===== config.mk =====
export PLATFORM = sky130hd
export DESIGN_NAME = click_sel_mux
export DESIGN_NICKNAME = d
export VERILOG_FILES = /design/src/rtl/click_pkg.sv /design/src/rtl/click_debounce.sv /design/src/rtl/click_sel_mux.sv
export SDC_FILE = /design/constraint.sdc
export NUM_CORES = 1
export LEC_CHECK = 0
export CORE_MARGIN = 2
export CORE_UTILIZATION = 45
export CTS_BUF_LIST = sky130_fd_sc_hd__clkbuf_2 sky130_fd_sc_hd__clkbuf_4 sky130_fd_sc_hd__clkbuf_8
export CTS_CLUSTER_DIAMETER = 200
export DETAILED_ROUTE_END_ITERATION = 7
export DONT_BUFFER_PORTS = 1
export PLACE_DENSITY = 0.6
export SLEW_MARGIN = 30
export SYNTH_ARGS = -nofsm -noshare
export SYNTH_HDL_FRONTEND = slang
export SYNTH_SLANG_ARGS = --single-unit

===== constraint.sdc =====
create_clock -name clk -period 2.1 [get_ports clk]
set_input_delay 0 -clock clk [delete_from_list [all_inputs] [get_ports clk]]
set_output_delay 0 -clock clk [all_outputs]
set_load 0.05 [all_outputs]

===== src/rtl/click_pkg.sv =====
// Shared types and helpers for the click-selector: debounce FSM states and
// a width helper that never returns zero.
package click_pkg;

  typedef enum logic [1:0] {
    IDLE      = 2'd0,
    ARMING    = 2'd1,
    HELD      = 2'd2,
    LONG_DONE = 2'd3
  } db_state_e;

  function automatic int clog2_w(input int n);
    return (n <= 2) ? 1 : $clog2(n);
  endfunction

endpackage


===== src/rtl/click_debounce.sv =====
// One button: 2-FF synchronizer, debounce, one-cycle press pulse on a
// debounced rising edge, and one long pulse per sufficiently long hold.
module click_debounce
  import click_pkg::*;
#(
  parameter int DEBOUNCE_CYCLES = 4,
  parameter int LONG_CYCLES     = 1000
) (
  input  logic      clk,
  input  logic      i_reset,
  input  logic      btn_i,
  output logic      press_o,
  output logic      long_o,
  output db_state_e state_o
);

  localparam int DB_W   = clog2_w(DEBOUNCE_CYCLES);
  localparam int HOLD_W = clog2_w(LONG_CYCLES + 1);

  logic              sync1_q, sync2_q;
  logic [DB_W-1:0]   cnt_q, cnt_d;
  logic [HOLD_W-1:0] hold_q, hold_d;
  db_state_e         state_q, state_d;
  logic              press_q, press_d;
  logic              long_q, long_d;
  logic              db, accept;

  // Debounced level is implied by the state: high in HELD and LONG_DONE.
  assign db     = (state_q == HELD) || (state_q == LONG_DONE);
  assign accept = (sync2_q != db) && (cnt_q == DB_W'(DEBOUNCE_CYCLES - 1));

  always_ff @(posedge clk) begin
    if (i_reset) begin
      sync1_q <= 1'b0;
      sync2_q <= 1'b0;
      cnt_q   <= '0;
      hold_q  <= '0;
      state_q <= IDLE;
      press_q <= 1'b0;
      long_q  <= 1'b0;
    end else begin
      sync1_q <= btn_i;
      sync2_q <= sync1_q;
      cnt_q   <= cnt_d;
      hold_q  <= hold_d;
      state_q <= state_d;
      press_q <= press_d;
      long_q  <= long_d;
    end
  end

  always_comb begin
    state_d = state_q;
    case (state_q)
      IDLE:      if (accept) state_d = HELD;
                 else if (sync2_q) state_d = ARMING;
      ARMING:    if (accept) state_d = HELD;
                 else if (!sync2_q) state_d = IDLE;
      HELD:      if (accept) state_d = IDLE;
                 else if (hold_q == HOLD_W'(LONG_CYCLES - 1)) state_d = LONG_DONE;
      LONG_DONE: if (accept) state_d = IDLE;
      default:   state_d = IDLE;
    endcase

    cnt_d   = ((sync2_q == db) || accept) ? '0 : cnt_q + 1'b1;
    // hold_q counts debounced-high cycles, the first one included.
    hold_d  = (state_d == HELD) ? ((state_q == HELD) ? hold_q + 1'b1 : HOLD_W'(1)) : '0;
    press_d = ((state_q == IDLE) || (state_q == ARMING)) && accept;
    long_d  = (state_q == HELD) && (state_d == LONG_DONE);
  end

  always_comb begin
    press_o = press_q;
    long_o  = long_q;
    state_o = state_q;
  end

endmodule


===== src/rtl/click_sel_mux.sv =====
// Up/down button driven input selector: debounced presses step a registered
// index (wrapping or saturating), a long press returns it to HOME_SEL.
module click_sel_mux
  import click_pkg::*;
#(
  parameter int WIDTH           = 8,
  parameter int N_STATES        = 4,
  parameter int DEBOUNCE_CYCLES = 4,
  parameter int LONG_CYCLES     = 1000,
  parameter int WRAP            = 1,
  parameter int HOME_SEL        = 0
) (
  input  logic                        clk,
  input  logic                        i_reset,
  input  logic                        i_up,
  input  logic                        i_dn,
  input  logic [WIDTH-1:0]            i_x [N_STATES],
  output logic [WIDTH-1:0]            o_x,
  output logic [$clog2(N_STATES)-1:0] o_sel,
  output logic                        o_changed,
  output db_state_e                   o_up_state,
  output db_state_e                   o_dn_state
);

  localparam int SEL_W = clog2_w(N_STATES);
  localparam logic [SEL_W-1:0] LAST = SEL_W'(N_STATES - 1);
  localparam logic [SEL_W-1:0] HOME = SEL_W'(HOME_SEL);

  logic             up_press, up_long, dn_press, dn_long;
  logic [SEL_W-1:0] sel_q, sel_d, inc, dec;
  logic             changed_q, changed_d;

  click_debounce #(
    .DEBOUNCE_CYCLES(DEBOUNCE_CYCLES),
    .LONG_CYCLES    (LONG_CYCLES)
  ) u_up (
    .clk    (clk),
    .i_reset(i_reset),
    .btn_i  (i_up),
    .press_o(up_press),
    .long_o (up_long),
    .state_o(o_up_state)
  );

  click_debounce #(
    .DEBOUNCE_CYCLES(DEBOUNCE_CYCLES),
    .LONG_CYCLES    (LONG_CYCLES)
  ) u_dn (
    .clk    (clk),
    .i_reset(i_reset),
    .btn_i  (i_dn),
    .press_o(dn_press),
    .long_o (dn_long),
    .state_o(o_dn_state)
  );

  always_comb begin
    inc = (sel_q == LAST) ? ((WRAP != 0) ? '0 : sel_q) : sel_q + 1'b1;
    dec = (sel_q == '0) ? ((WRAP != 0) ? LAST : sel_q) : sel_q - 1'b1;
    // Long press wins; opposing presses in the same cycle cancel.
    if (up_long || dn_long)        sel_d = HOME;
    else if (up_press && !dn_press) sel_d = inc;
    else if (dn_press && !up_press) sel_d = dec;
    else                            sel_d = sel_q;
    changed_d = (sel_d != sel_q);
  end

  always_ff @(posedge clk) begin
    if (i_reset) begin
      sel_q     <= HOME;
      changed_q <= 1'b0;
    end else begin
      sel_q     <= sel_d;
      changed_q <= changed_d;
    end
  end

  assign o_sel     = sel_q;
  assign o_changed = changed_q;
  assign o_x       = i_x[sel_q];

endmodule


==> results of run 1 <==
worst paths after layout:
kind                  start        endpoint  cells after the start
min                    i_up    u_up.sync1_q                      2
min reg2reg   u_up.cnt_q[0]   u_up.cnt_q[0]                      1
max reg2reg  u_up.hold_q[0]  u_up.hold_q[3]                      5
max                o_sel[0]          o_x[3]                      2
through the flow:
step | utilization [%] | instances | worst slack, ns | power (µW)
5_1_grt | 51.33 | 254 | 0.3365 | 1452
3_3_place_gp | 48.39 | 244 | 0.6053 | 895.5
3_5_place_dp | 48.39 | 244 | 0.4814 | 898.0
4_1_cts | 51.33 | 254 | 0.4134 | 1407
6_report | 51.33 | 254 | 0.4322 | 1391
2_1_floorplan | - | 196 | 0.1049 | 890.7
flip-flops by register name (all words and copies together), names as in the netlist, 2 cells and up:
signal	count
u_up.hold_q	10
u_up.cnt_q	2
u_dn.cnt_q	2
u_dn.hold_q	10
u_dn.state_o	2
u_up.state_o	2
o_sel	2
what timing repair did:
item	in CTS	in global routing
resized for setup	0	0
endpoints found under the hold margin	23	0
hold buffers	3	0
cells in the mapped netlist (3+ instances only):
cell      instances  area share, %
nand2_1           9            1.8
dfxtp_1          39             42
nand3_1           8            2.1
nand2b_1          7            2.3
nor3_1            5            1.3
nor2_1           31            6.2
ha_1              6            4.0
inv_1            14            2.8
nor2b_1           7            2.3
xnor2_1           9            4.2
a21oi_1           6            1.6
xor2_1            9            4.2
mux4_2            8            9.6
or3_1             3            1.0
routing by layer:
metal	part of all wire, %	GRT usage (%)	vias to the layer above
met3	3.4	6.006	2
met5	0	0	-
met1	44	19.67	635
met4	0.23	4.500	0
li1	-	-	693
met2	52	24.64	19
area by class of cell:
type,count,area (µm²)
well taps,50,62.56
flip-flops and latches,39,782.0
multi-input cells,137,1008
fillers,388,1947
repair buffers,7,60.06
inverters,14,52.55
clock buffers,6,82.58
clock inverters,1,5.005
worst max-delay path: cells and delay by family (launching register included):
kind	cells	cell delay, ns
buffers and inverters	1	0.33
multiplexers	1	0.72
flip-flops	1	0.33
power breakdown:
| group | total, µW | switching (µW) | internal (µW) |
|---|---|---|---|
| clock | 502 | 244 | 258 |
| sequential | 754 | 7.64 | 747 |
| combinational | 135 | 94.7 | 40.3 |
| total | 1390 | 347 | 1040 |
kinds of logic after synthesis:
| logic type | count (synthesis) | synth area share [%] |
|---|---|---|
| mux | 9 | 10.21 |
| buf+inv | 20 | 4.539 |
| flops | 39 | 41.66 |
| xor+xnor | 18 | 8.412 |
| simple gates | 80 | 21.16 |
| fa+ha+maj | 8 | 5.073 |
| compound gates | 22 | 8.946 |
==> reports/qor.yml, run 1 <==
global_routing:
  grt_start_max_net_pins: 18
  grt_pass1_vias: 1264
  grt_pass1_wl_mm: 5.492
  global_route.overflow_total: 0
  grt_usage_pct: 15.57
  antenna_found_initial: 0
worst_setup_path:
  rrSetupSlack_ns: 0.48
  path_class: "flip-flop to output port"
  cp.arrival_ns: 1.67
  slowest_stage: "mux4_2"
  crit_path_end_kind: "output port"
  critical-path-max-stage-delay_ns: 0.72
  path_cells: "buf_4, mux4_2"
  path_max_fanout: 17
  crit_path_start_kind: "flip-flop"
  worstPathRequired_ns: 2.10
synth:
  synth_edf_count: 0
  syn_nets: 238
  ys.flop_type: "dfxtp_1"
  ys_ff_latch: 39
  seq_area_frac_synth_pct: 41.66
  synth_warnings: 0
  synthArstFlopShare_pct: 0
  synthCells: 196
  ys_types: 37
  syn_area_um2: 1874
  avgSynthCellArea_um2: 9.563
finish:
  drive_above_1_share_pct: 12.25
  final_common_cell: "dfxtp_1"
  layout_common_cells: "38 x dfxtp_1, 31 x nor2_1, 14 x inv_1"
  area_growth_pct: 9.546
  fin_nets: 246
  final_area_um2: 2053
  n_antenna_cell: 0
die:
  die_height_um: 68.54
  initial_core_util_pct: 46.86
  num_rows: 23
  fp.dieW_um: 68.54
  die_area_um2: 4697
  ios: 51
  core_area_um2: 4000
clock_tree:
  cts_setup_buffers: 0
  clock_latency_ns: 0.28
  root_buffer: "clkbuf_8"
  cts_tree: "yes"
  cts.sink_count: 39
  clockBufferDepth: 2
  numCtsBuffers: 5
  ctsHtreeMaxLevel: 2
  cts.clk_slew.worst_paths_ns: 0.07
timing:
  relSlewSlack_pct: 58.81
  fmax_ghz: 0.5996
  worstMarginPinSlew_ns: 0.6158
  rsz0062_at_grt: "false"
  hold_viol_final: 0
  layout_worst_path_cycle_share_pct: 79.42
  whs_ns: 0.3775
  min_period_ns: 1.668
  setup-tns-final_ns: 0
  fin_worst_skew_ns: 0.003430
  setup_viol: 0
  maxSlewViolCount: 0
pwr:
  peakVddDrop_mv: 0.3211
  pwr_density_cell_nw_per_um2: 677.6
  p_leak_uw: 0.0006875
routing:
  ant_nets: 0
  totalWireLength_mm: 3.521
  first_pass_iters: 4
  via_per_inst: 5.311
  num_vias: 1349
  wire_per_inst_um: 13.86
  detail_route.iter0.violations: 66
  drc: 0
place:
  place_area_um2: 1936
  place_congestion: 0.8395
  hpwlAfterDp_mm: 2.622
  portBuffers: 0
outcome:
  outcome: "finished, final reports clean"
flow_run:
  drv_cap: 0
worst_hold_path:
  worstHoldPathType: "input port to flip-flop"
Power figures use the tool's default switching activity.
==> run 2, diff against run 1 <==
--- a/config.mk
+++ b/config.mk
@@ -5,6 +5,7 @@
 export SDC_FILE = /design/constraint.sdc
 export NUM_CORES = 1
 export LEC_CHECK = 0
+export ABC_AREA = 1
 export CORE_MARGIN = 2
 export CORE_UTILIZATION = 45
 export CTS_BUF_LIST = sky130_fd_sc_hd__clkbuf_2 sky130_fd_sc_hd__clkbuf_4 sky130_fd_sc_hd__clkbuf_8
==> constraint.sdc (replaced) <==
create_clock -name clk -period 1.75 [get_ports clk]
set_input_delay 0 -clock clk [delete_from_list [all_inputs] [get_ports clk]]
set_output_delay 0 -clock clk [all_outputs]
set_load 0.05 [all_outputs]
==> run 2 against run 1 <==
Area after synthesis rose by 2.3%. Cell count rose by 29%. Hold slack got worse by 0.048 ns. Total power rose by 16%. Worst setup slack got worse by 0.13 ns. Largest cell class unchanged. Highest routed layer unchanged.
==> reports/qor.yml, run 2 <==
finish:
  fill_cells: 391  # +0.77%
  stdcell_count: 327  # +29%
  register_area_um2: 785.8  # +0.48%
  final_common_cell: "nor2_1"
  multi_input_area_um2: 983.4  # -2.5%
  largestRegisters: "u_dn.hold_q x10, u_up.hold_q x10"
  layout_common_cells: "56 x nor2_1, 37 x dfxtp_1, 31 x inv_1, 31 x nand2_1, 18 x o21ai_0"
  n_antenna_cell: 0  # unchanged
  area_growth_pct: 14.94
  fin_nets: 318  # +29%
  drive_above_1_share_pct: 15.16  # +2.9 points
routing:
  detail_route.iter0.violations: 49  # -26%
  wire_per_inst_um: 10.46  # -25%
  totalWireLength_mm: 3.422  # -2.8%
  first_pass_iters: 4  # unchanged
  via_per_inst: 4.933  # -7.1%
  ant_nets: 0  # unchanged
  num_vias: 1613  # +20%
  drc: 0  # unchanged
clock_tree:
  numCtsBuffers: 5  # unchanged
  cts_tree: "yes"
  cts.sink_count: 39  # unchanged
  cts.clk_slew.worst_paths_ns: 0.07  # about the same
  clockBufferDepth: 2  # unchanged
  ctsHtreeMaxLevel: 2  # unchanged
  root_buffer: "clkbuf_8"
  clock_latency_ns: 0.28  # about the same
die:
  initial_core_util_pct: 47.27  # +0.41 points
  fp.dieW_um: 69.29  # +1.1%
  num_rows: 23  # unchanged
  core_area_um2: 4058  # +1.4%
  die_height_um: 69.29  # +1.1%
  ios: 51  # unchanged
  die_area_um2: 4800  # +2.2%
global_routing:
  antenna_found_initial: 0  # unchanged
  grt_pass1_wl_mm: 6.141  # +12%
  grt_usage_pct: 15.10  # -0.47 points
  grt_start_max_net_pins: 20  # +2
  global_route.overflow_total: 0  # unchanged
  grt_pass1_vias: 1495  # +18%
timing:
  layout_worst_path_cycle_share_pct: 82.67
  fin_worst_skew_ns: 0.006575  # +0.003145 ns
  relSlewSlack_pct: 63.73  # +4.9 points
  fin_ws_ns: 0.3033  # -0.1289 ns
  fmax_ghz: 0.6912
  maxSlewViolCount: 0  # unchanged
  setup_viol: 0  # unchanged
  rsz0062_at_grt: "false"
  hold_viol_final: 0  # unchanged
  worstMarginPinSlew_ns: 0.5423  # -0.07343 ns
  min_period_ns: 1.447
  setup-tns-final_ns: 0  # unchanged
worst_setup_path:
  path_class: "flip-flop to output port"
  cp.arrival_ns: 1.45  # -0.22 ns
  worstPathRequired_ns: 1.75  # -0.35 ns
  rr_endpoint: "u_up.hold_q[7]"
  timing.rr.start: "u_up.hold_q[0]"
  path_max_fanout: 17  # unchanged
  crit_path_start_kind: "flip-flop"
  crit_path_end_kind: "output port"
  r2r_cells: 8  # +3
  rrSetupSlack_ns: 0.36  # -0.12 ns
synth:
  synth_simple_gate_area_share_pct: 29.16  # +8.0 points
  syn_area_um2: 1918  # +2.3%
  synth_fa_ha_area_share_pct: 3.914  # -1.2 points
  yosys-top-cells-count: "56 x nor2_1, 39 x dfxtp_1, 31 x inv_1, 31 x nand2_1, 18 x o21ai_0"
  synth_warnings: 0  # unchanged
  muxShareOfSynthArea_pct: 0  # -10 points
  synth_compound_area_share_pct: 11.15  # +2.2 points
  avgSynthCellArea_um2: 7.493  # -22%
  synth.most_common_cell: "nor2_1"
  ys_ff_latch: 39  # unchanged
  synth_top_family_by_area: "simple AND/OR/NAND/NOR gates"
  ys.flop_type: "dfxtp_1"
  synth.area.top_cells: "dfxtp_1 41%, nor2_1 11%, inv_1 6.1%"
  synth_edf_count: 0  # unchanged
  ys_types: 30  # -19%
  synth_top_area_cell: "dfxtp_1"
  synthArstFlopShare_pct: 0  # unchanged
  netlist.area_leader.share_pct: 40.70  # -0.95 points
  syn_nets: 298  # +25%
  seq_area_frac_synth_pct: 40.70  # -0.95 points
  synthCells: 256  # +31%
  synth-xor-area-share_pct: 6.393  # -2.0 points
place:
  dpl.cell_count: 316  # +30%
  place_congestion: 0.7855  # -6.4%
  hpwlAfterDp_mm: 2.572  # -1.9%
  portBuffers: 0  # unchanged
  pre_cts_slack_ns: 0.3768  # -0.1046 ns
flow_run:
  drv_cap: 0  # unchanged
worst_hold_path:
  worstHoldPathType: "input port to output port"
  hold_start: "i_x[29]"
  hold-path-endpoint: "o_x[5]"
  min_path_cells: 3  # +1
outcome:
  outcome: "finished, final reports clean"
pwr:
  pwr_density_cell_nw_per_um2: 732.4  # +8.1%
  p_leak_uw: 0.0008737  # +27%
  peakVddDrop_mv: 0.5644  # +76%
-- run 2: what timing repair did --
action                                 in CTS  in global routing
hold buffers                                3                  0
setup buffers                               0                  0
endpoints found under the hold margin      18                  0
gates resized for setup                     0                  0
-- run 2: critical path, stage by stage, from the launching register on --
cell and delay (ns):
dfxtp_4 0.36, buf_4 0.28, o21ai_0 0.14, o22ai_1 0.17
buf_4 0.22
-- run 2: cells by family after synthesis --
family / after synthesis
fa+ha+maj: 6
compound gates: 35
flops: 39
buf+inv: 39
xor+xnor: 14
simple gates: 123
-- run 2: area by class of cell --
class | instances | area share [%]
clock buffers | 6 | 3.746
clock inverters | 2 | 0.7378
inverters | 33 | 5.619
multi-input cells | 178 | 44.61
flip-flops and latches | 39 | 35.64
well taps | 50 | 2.838
repair buffers | 19 | 6.810
-- run 2: worst max path at each step --
stage,startpoint,end,slack [ns],cells past startpoint
global route,o_sel[0],o_x[7],0.19,4
detailed placement,u_up.hold_q[0],u_up.hold_q[7],0.38,8
CTS,o_sel[0],o_x[7],0.28,4
floorplan,o_sel[0],o_x[6],0.03,6
finish,o_sel[0],o_x[7],0.30,4
global placement,u_up.hold_q[0],u_up.hold_q[7],0.40,8
-- run 2: layer usage --
metal,GRT usage (%),routed length (µm),vias to the layer above
li1,-,-,864
met3,4.651,268,5
met5,0,0,-
met2,26.18,1534,55
met4,4.357,33,0
met1,17.92,1586,689
-- run 2: through the flow --
stage                     cell area, µm²  util, %  hold WS (ns)  total power, µW
final                               2205    54.33        0.3297             1615
after global routing                2205    54.33        0.3594             1683
after CTS                           2205    54.33        0.3294             1640
after detailed placement            2076    51.16       0.07104             1000
after global placement              2076    51.16       0.06875            998.9
after floorplan                     1936        -        0.1070            980.4
-- run 2: power breakdown --
group / switching (µW) / leakage, µW / total [µW] / internal, µW
clock: 304 / 0.0000474 / 625 / 321
sequential: 3.53 / 0.000317 / 896 / 892
combinational: 64.6 / 0.000510 / 93.9 / 29.3
